## config.mk

```make
export PLATFORM = sky130hd
export DESIGN_NAME = mux_scan_sequencer
export DESIGN_NICKNAME = d
export VERILOG_FILES = /design/src/rtl/mux_scan_sequencer.sv
export SDC_FILE = /design/constraint.sdc
export NUM_CORES = 1
export LEC_CHECK = 0
export CAP_MARGIN = 20
export CORE_AREA = 3 3 47 49
export DETAILED_ROUTE_END_ITERATION = 8
export DIE_AREA = 0 0 50 52
export GPL_TIMING_DRIVEN = 1
export PLACE_DENSITY = 0.77
export SLEW_MARGIN = 20
export SYNTH_ARGS = -nofsm -noshare
export SYNTH_HDL_FRONTEND = slang
export SYNTH_SLANG_ARGS = --single-unit
export TNS_END_PERCENT = 20
```

## constraint.sdc

```tcl
create_clock -name clk -period 1.7 [get_ports clk]
set_input_delay 0.17 -clock clk [delete_from_list [all_inputs] [get_ports clk]]
set_output_delay 0.17 -clock clk [all_outputs]
set_load 0.05 [all_outputs]
```

## src/rtl/mux_scan_sequencer.sv

```systemverilog
// Self-timed four-channel scanner for the enabled 4:1 selector stage.
// Holds each channel for DWELL cycles, samples y per channel, then pulses done.
module mux_scan_sequencer #(
   parameter int DWELL = 4,
   parameter int CNT_W = 8
) (
   input  logic       clk,
   input  logic       rst_n,
   input  logic       start,
   input  logic       abort,
   input  logic       y,
   output logic [1:0] sel,
   output logic       enable,
   output logic [3:0] sample,
   output logic       busy,
   output logic       done
);

   typedef enum logic [1:0] {
      IDLE = 2'd0,
      SCAN = 2'd1,
      DONE = 2'd2
   } state_t;

   localparam logic [CNT_W-1:0] LAST_CNT = CNT_W'(DWELL - 1);

   state_t           r_state;
   logic [CNT_W-1:0] r_cnt;
   logic [1:0]       r_sel;
   logic [3:0]       r_sample;
   logic             r_enable;
   logic             r_busy;
   logic             r_done;

   state_t           w_nextState;
   logic [CNT_W-1:0] w_nextCnt;
   logic [1:0]       w_nextSel;
   logic [3:0]       w_nextSample;
   logic             w_nextEnable;
   logic             w_nextBusy;
   logic             w_nextDone;

   always_ff @(posedge clk or negedge rst_n) begin
      if (!rst_n) begin
         r_state  <= IDLE;
         r_cnt    <= '0;
         r_sel    <= 2'd0;
         r_sample <= 4'd0;
         r_enable <= 1'b0;
         r_busy   <= 1'b0;
         r_done   <= 1'b0;
      end else begin
         r_state  <= w_nextState;
         r_cnt    <= w_nextCnt;
         r_sel    <= w_nextSel;
         r_sample <= w_nextSample;
         r_enable <= w_nextEnable;
         r_busy   <= w_nextBusy;
         r_done   <= w_nextDone;
      end
   end

   // Outputs are computed here one cycle ahead so every port comes from a flop.
   always_comb begin
      w_nextState  = r_state;
      w_nextCnt    = r_cnt;
      w_nextSel    = r_sel;
      w_nextSample = r_sample;
      w_nextEnable = 1'b0;
      w_nextBusy   = 1'b0;
      w_nextDone   = 1'b0;

      if (abort) begin
         w_nextState = IDLE;
         w_nextCnt   = '0;
         w_nextSel   = 2'd0;
      end else begin
         case (r_state)
            IDLE, DONE: begin
               w_nextState = IDLE;
               if (start) begin
                  w_nextState  = SCAN;
                  w_nextCnt    = '0;
                  w_nextSel    = 2'd0;
                  w_nextSample = 4'd0;
                  w_nextEnable = 1'b1;
                  w_nextBusy   = 1'b1;
               end
            end
            SCAN: begin
               w_nextEnable = 1'b1;
               w_nextBusy   = 1'b1;
               if (r_cnt == LAST_CNT) begin
                  w_nextSample[r_sel] = y;
                  w_nextCnt           = '0;
                  if (r_sel == 2'd3) begin
                     w_nextState  = DONE;
                     w_nextSel    = 2'd0;
                     w_nextEnable = 1'b0;
                     w_nextBusy   = 1'b0;
                     w_nextDone   = 1'b1;
                  end else begin
                     w_nextSel = r_sel + 2'd1;
                  end
               end else begin
                  w_nextCnt = r_cnt + CNT_W'(1);
               end
            end
            default: begin
               w_nextState = IDLE;
               w_nextCnt   = '0;
               w_nextSel   = 2'd0;
            end
         endcase
      end
   end

   assign sel    = r_sel;
   assign enable = r_enable;
   assign sample = r_sample;
   assign busy   = r_busy;
   assign done   = r_done;

endmodule

```

Word level (Yosys, flattened, before mapping)
Index checks and enable logic that the tools add are counted.

Reductions and logical operators: 7. $lt $le $gt $ge: 2. Bitwise logic cells: 1. Add/subtract/negate cells: 2. Muxes and demuxes: 29. Equality and inequality tests: 9.

Operators with widths (number): $mux W8 (3); $pmux W8 S2 (1); $mux W2 (7); $mux W1 (10); $ne A3 B3 Y1 const B (3); $add A8 B1 Y8 const B (1); $eq A8 B2 Y1 const B (1); $mux W4 (2); $pmux W2 S2 (2); $pmux W4 S2 (1); $bwmux W4 (1); $eq A2 B2 Y1 const B (2); $ne A2 B2 Y1 const B (2); $reduce_and A2 Y1 (2); $reduce_and A4 Y1 (1); $lt A2 B3 Y1 const B (1); $add A2 B1 Y2 const B (1); $demux W1 S2 (1); $eq A2 B1 Y1 const B (1); $ge A2 B1 Y1 const B (1); $logic_not A2 Y1 (1); $pmux W1 S2 (1); $reduce_bool A2 Y1 (1); $reduce_or A2 Y1 (1); 2 further kinds (2).

Word-level logic and storage cells: 56. Output and inout port bits: 9. Bits of input ports: 5. Flip-flop bits (word level): 18.

Depth between registers and ports, before layout
Depth after elaboration: 7. Mapped depth: 5.

Least setup slack after synthesis
OpenSTA, ideal clock, no wires.

Kind: reg-to-reg. From: reg r_sel[0], in the netlist sel[0]. To: reg r_sel[0], in the netlist sel[0]. Setup time: 0.075 ns. Cell stages (with the launch flop): 5. Data arrival time: 1.594 ns. Slack: 0.031 ns. Period minus slack after synthesis: 1.669 ns. Cell sequence: dfrtp_1 -> ha_1 -> nand2b_1 -> or4_4 -> o21ai_2.

Longest elaborated chain between the ends: 5. Elaborated cells on any way between the ends: 6. Those cells by class: add/sub: 1; eq/ne: 1; mux: 4.

RTL lines: start: declaration (line 29) `logic [1:0] r_sel;`; start signal: assignment (line 55) `r_sel <= w_nextSel;`; $add A2 B1 Y2 / $eq A2 B2 Y1 (equally long branches) (line 103, 96); $mux W2 (*) (line 96) `if (r_sel == 2'd3) begin`; $mux W2 (*) (line 93) `if (r_cnt == LAST_CNT) begin`; $pmux W2 S2 (*) (line 78) `case (r_state)`; $mux W2 (*) (line 73) `if (abort) begin`.

Every way passes the cells marked *; elsewhere a longest branch is shown, timed or not. The select of a mux whose other input is x is not followed. A chain may end at the register's enable or synchronous reset.

==> summary.txt <==
Run status
  • Outcome: complete, no violations

Power
  • Seq pwr share: 0.442
  • LEAKAGE: 0.556 nW
  • Gate power share: 0.332
  • Switch Pwr: 0.395 mW
  • Switching Fraction: 0.346
  • Tot Pwr: 1.14 mW
  • Maximum VDD drop: 0.511 mV
  • Internal: 0.747 mW
  • Clk network pwr share: 0.226
  • Power density cells: 986 nW/um^2

Yosys
  • Synth async-reset ratio: 1.00
  • Count of flip-flops with a built-in enable after synthesis: 0
  • Yosys cell types: 26
  • Flops & latches, synth: 18
  • Synthesized area per cell: 10.6 sq um
  • Post-synthesis sequential area ratio: 0.499
  • Yosys warns: 0
  • Cells after Synth: 85
  • Syn Std Cell Area: 903 sq um
  • Mapped Nets: 95
  • Top_reg_cell synth: dfrtp_1

Worst setup path
  • Delay-heaviest family, CP: buffers and inverters
  • Crit. End Element: primary output
  • Critical path arrival: 1450 ps
  • Crit Path Max Fanout: 2
  • WP buf/inv: 1
  • Crit path from: busy$_DFF_PN0_
  • Worst stage delay on the critical path: 800 ps
  • CP cell instances: clkdlybuf4s50_1
  • Max stage delay cell, worst path: clkdlybuf4s50_1
  • Critical path type: reg -> out
  • R2r startpoint: r_cnt[5]$_DFFE_PN0P_
  • CP Launch Type: register
  • Critical Path RT: 1530 ps

Placement
  • Final GP Congestion: 0.803
  • Pre-CTS setup slack: -15.8 ps
  • # port buffers: 13
  • DP Wirelength: 1260 um

Clock network
  • # H-tree levels: 1
  • Clk buf depth: 2
  • Clock transition at the registers of the reported paths: 100 ps
  • Post-CTS setup buffers: 0
  • Worst-Skew Late Latency: 280 ps
  • CTS Root Buffer Type: clkbuf_4
  • Clk sinks: 18
  • CTS Hold Bufs: 0
  • Total CTS buffers: 3
  • CTS tree: done
  • Resize count post-CTS: 0

Global route
  • Global route overflow: 0
  • First-pass GRT wire length: 2900 um
  • Gr usage total: 0.144
  • GRT met3 Usage: 0.0344
  • GR peak layer: met2
  • Largest net degree at the start of global routing: 19
  • Met1 track demand over resource: 0.181
  • Grt met2 use: 0.243
  • Vias in the first global route: 687
  • Initial antenna violation count: 0

Timing
  • Final setup TNS: 0 ps
  • Final period util: 0.950
  • F_max: 0.619 GHz
  • Clock period minus worst slack: 1620 ps
  • Final setup margin: 84.3 ps
  • Final setup vio count: 0
  • Count of pins over their slew limit: 0
  • Hold Fails Final Rpt: 0
  • Setup Skew: 1.71 ps
  • Slew HR: 0.669
  • Worst Tran Pin Value: 495 ps
  • RSZ-0062 raised after global routing: false

Drt
  • Drt total wl: 1580 um
  • Drt first pass iters: 4
  • Post-route ant nets: 0
  • Vias: 687
  • Vias per inst: 5.01
  • DRC: 0
  • Detailed-route wire length per cell: 11.6 um
  • DRT iter0 DRCs: 7

Final layout
  • Inserted Diodes: 0
  • FILL cells: 148
  • Share of layout cells above drive strength 1: 0.200
  • Net count, final: 121
  • Fin util: 0.609
  • Area Growth Syn to Fin: 28.3%

Floorplan
  • Die Y: 52 um
  • Initial core utilization: 0.475
  • Row count: 16
  • Core ar.: 1900 sq um
  • Io pins: 14
  • Total Die Area: 2600 sq um
  • Die width: 50 um

Hold path
  • Hold WC Path Type: in -> async

Run
  • Max-cap check violation count: 0
==> cell usage in the layout, fill, tap and decap left out, types with 2 or more instances in the layout <==
cell / count
dfrtp_1: 18
nand2_1: 12
clkdlybuf4s50_1: 11
buf_4: 11
nor2_1: 9
ha_1: 5
nand3_1: 4
nand4_1: 4
xor2_1: 4
mux2i_1: 4
inv_1: 3
o21ai_0: 3
clkbuf_4: 3
nor3b_2: 2
and3_1: 2
and2_1: 2
==> final timing paths <==
kind | end | slack (ps) | cells after the start
setup / recovery | enable | 80 | 1
hold / removal | r_cnt[7]$_DFFE_PN0P_ | 200 | 2
setup reg to reg | sel[0]$_DFFE_PN0P_ | 150 | 4
hold reg to reg | sample[2]$_DFFE_PN0P_ | 530 | 2
max in group asynchronous | sample[1]$_DFFE_PN0P_ | 1310 | 2
min in group clk | sample[3]$_DFFE_PN0P_ | 510 | 3
==> per-layer routing <==
layer / vias to the layer above / wire length, um
met2: 8 / 785
met3: 2 / 45
met5: - / 0
met1: 330 / 734
met4: 0 / 18
li1: 347 / -
==> stage by stage <==
stage	hold slack, ps	cell area [sq um]	std cells
2_1_floorplan	-126	903	85
4_1_cts	212	1160	137
6_report	204	1160	137
3_3_place_gp	518	1120	133
5_1_grt	219	1160	137
3_5_place_dp	520	1120	133
==> flip-flops by register name (all words and copies together) (netlist names) <==
| signal | cells |
|---|---|
| busy | 1 |
| sel | 2 |
| r_cnt | 8 |
| done | 1 |
| r_state | 2 |
| sample | 4 |
==> logic make-up (layout without fill, tap and decap cells) <==
| family | Yosys count | in the layout | share of synthesized area |
|---|---|---|---|
| mux | 4 | 4 | 0.0443 |
| simple gates | 40 | 40 | 0.248 |
| xor+xnor | 5 | 5 | 0.0485 |
| compound gates | 9 | 9 | 0.0706 |
| flops | 18 | 18 | 0.499 |
| buf+inv | 4 | 29 | 0.0208 |
| fa+ha+maj | 5 | 5 | 0.0693 |
==> power by group through the flow <==
stage          logic, mW  clock network (mW)  registers (mW)
2_1_floorplan      0.160                   0           0.591
3_3_place_gp       0.379                   0           0.511
3_5_place_dp       0.384                   0           0.514
4_1_cts            0.384               0.265           0.505
5_1_grt            0.415               0.286           0.514
6_report           0.380               0.258           0.504
==> final cells by class <==
type / instances / area, sq um / share of cell area
repair buffers: 22 / 193 / 0.166
well taps: 27 / 33.8 / 0.0292
inverters: 3 / 11.3 / 0.00972
clock buffers: 4 / 36.3 / 0.0313
multi-input cells: 63 / 434 / 0.375
flip-flops and latches: 18 / 450 / 0.389
==> synthesized netlist by cell type (2+ instances only) <==
library cell,number,share of area
nor2_1,9,0.037
and3_1,2,0.014
o21ai_0,3,0.017
nand2_1,12,0.050
xor2_1,4,0.039
nand3_1,4,0.022
nor3b_2,2,0.028
dfrtp_1,18,0.50
and2_1,2,0.014
ha_1,5,0.069
inv_1,3,0.012
mux2i_1,4,0.044
nand4_1,4,0.028
Power figures use the tool's default switching activity.
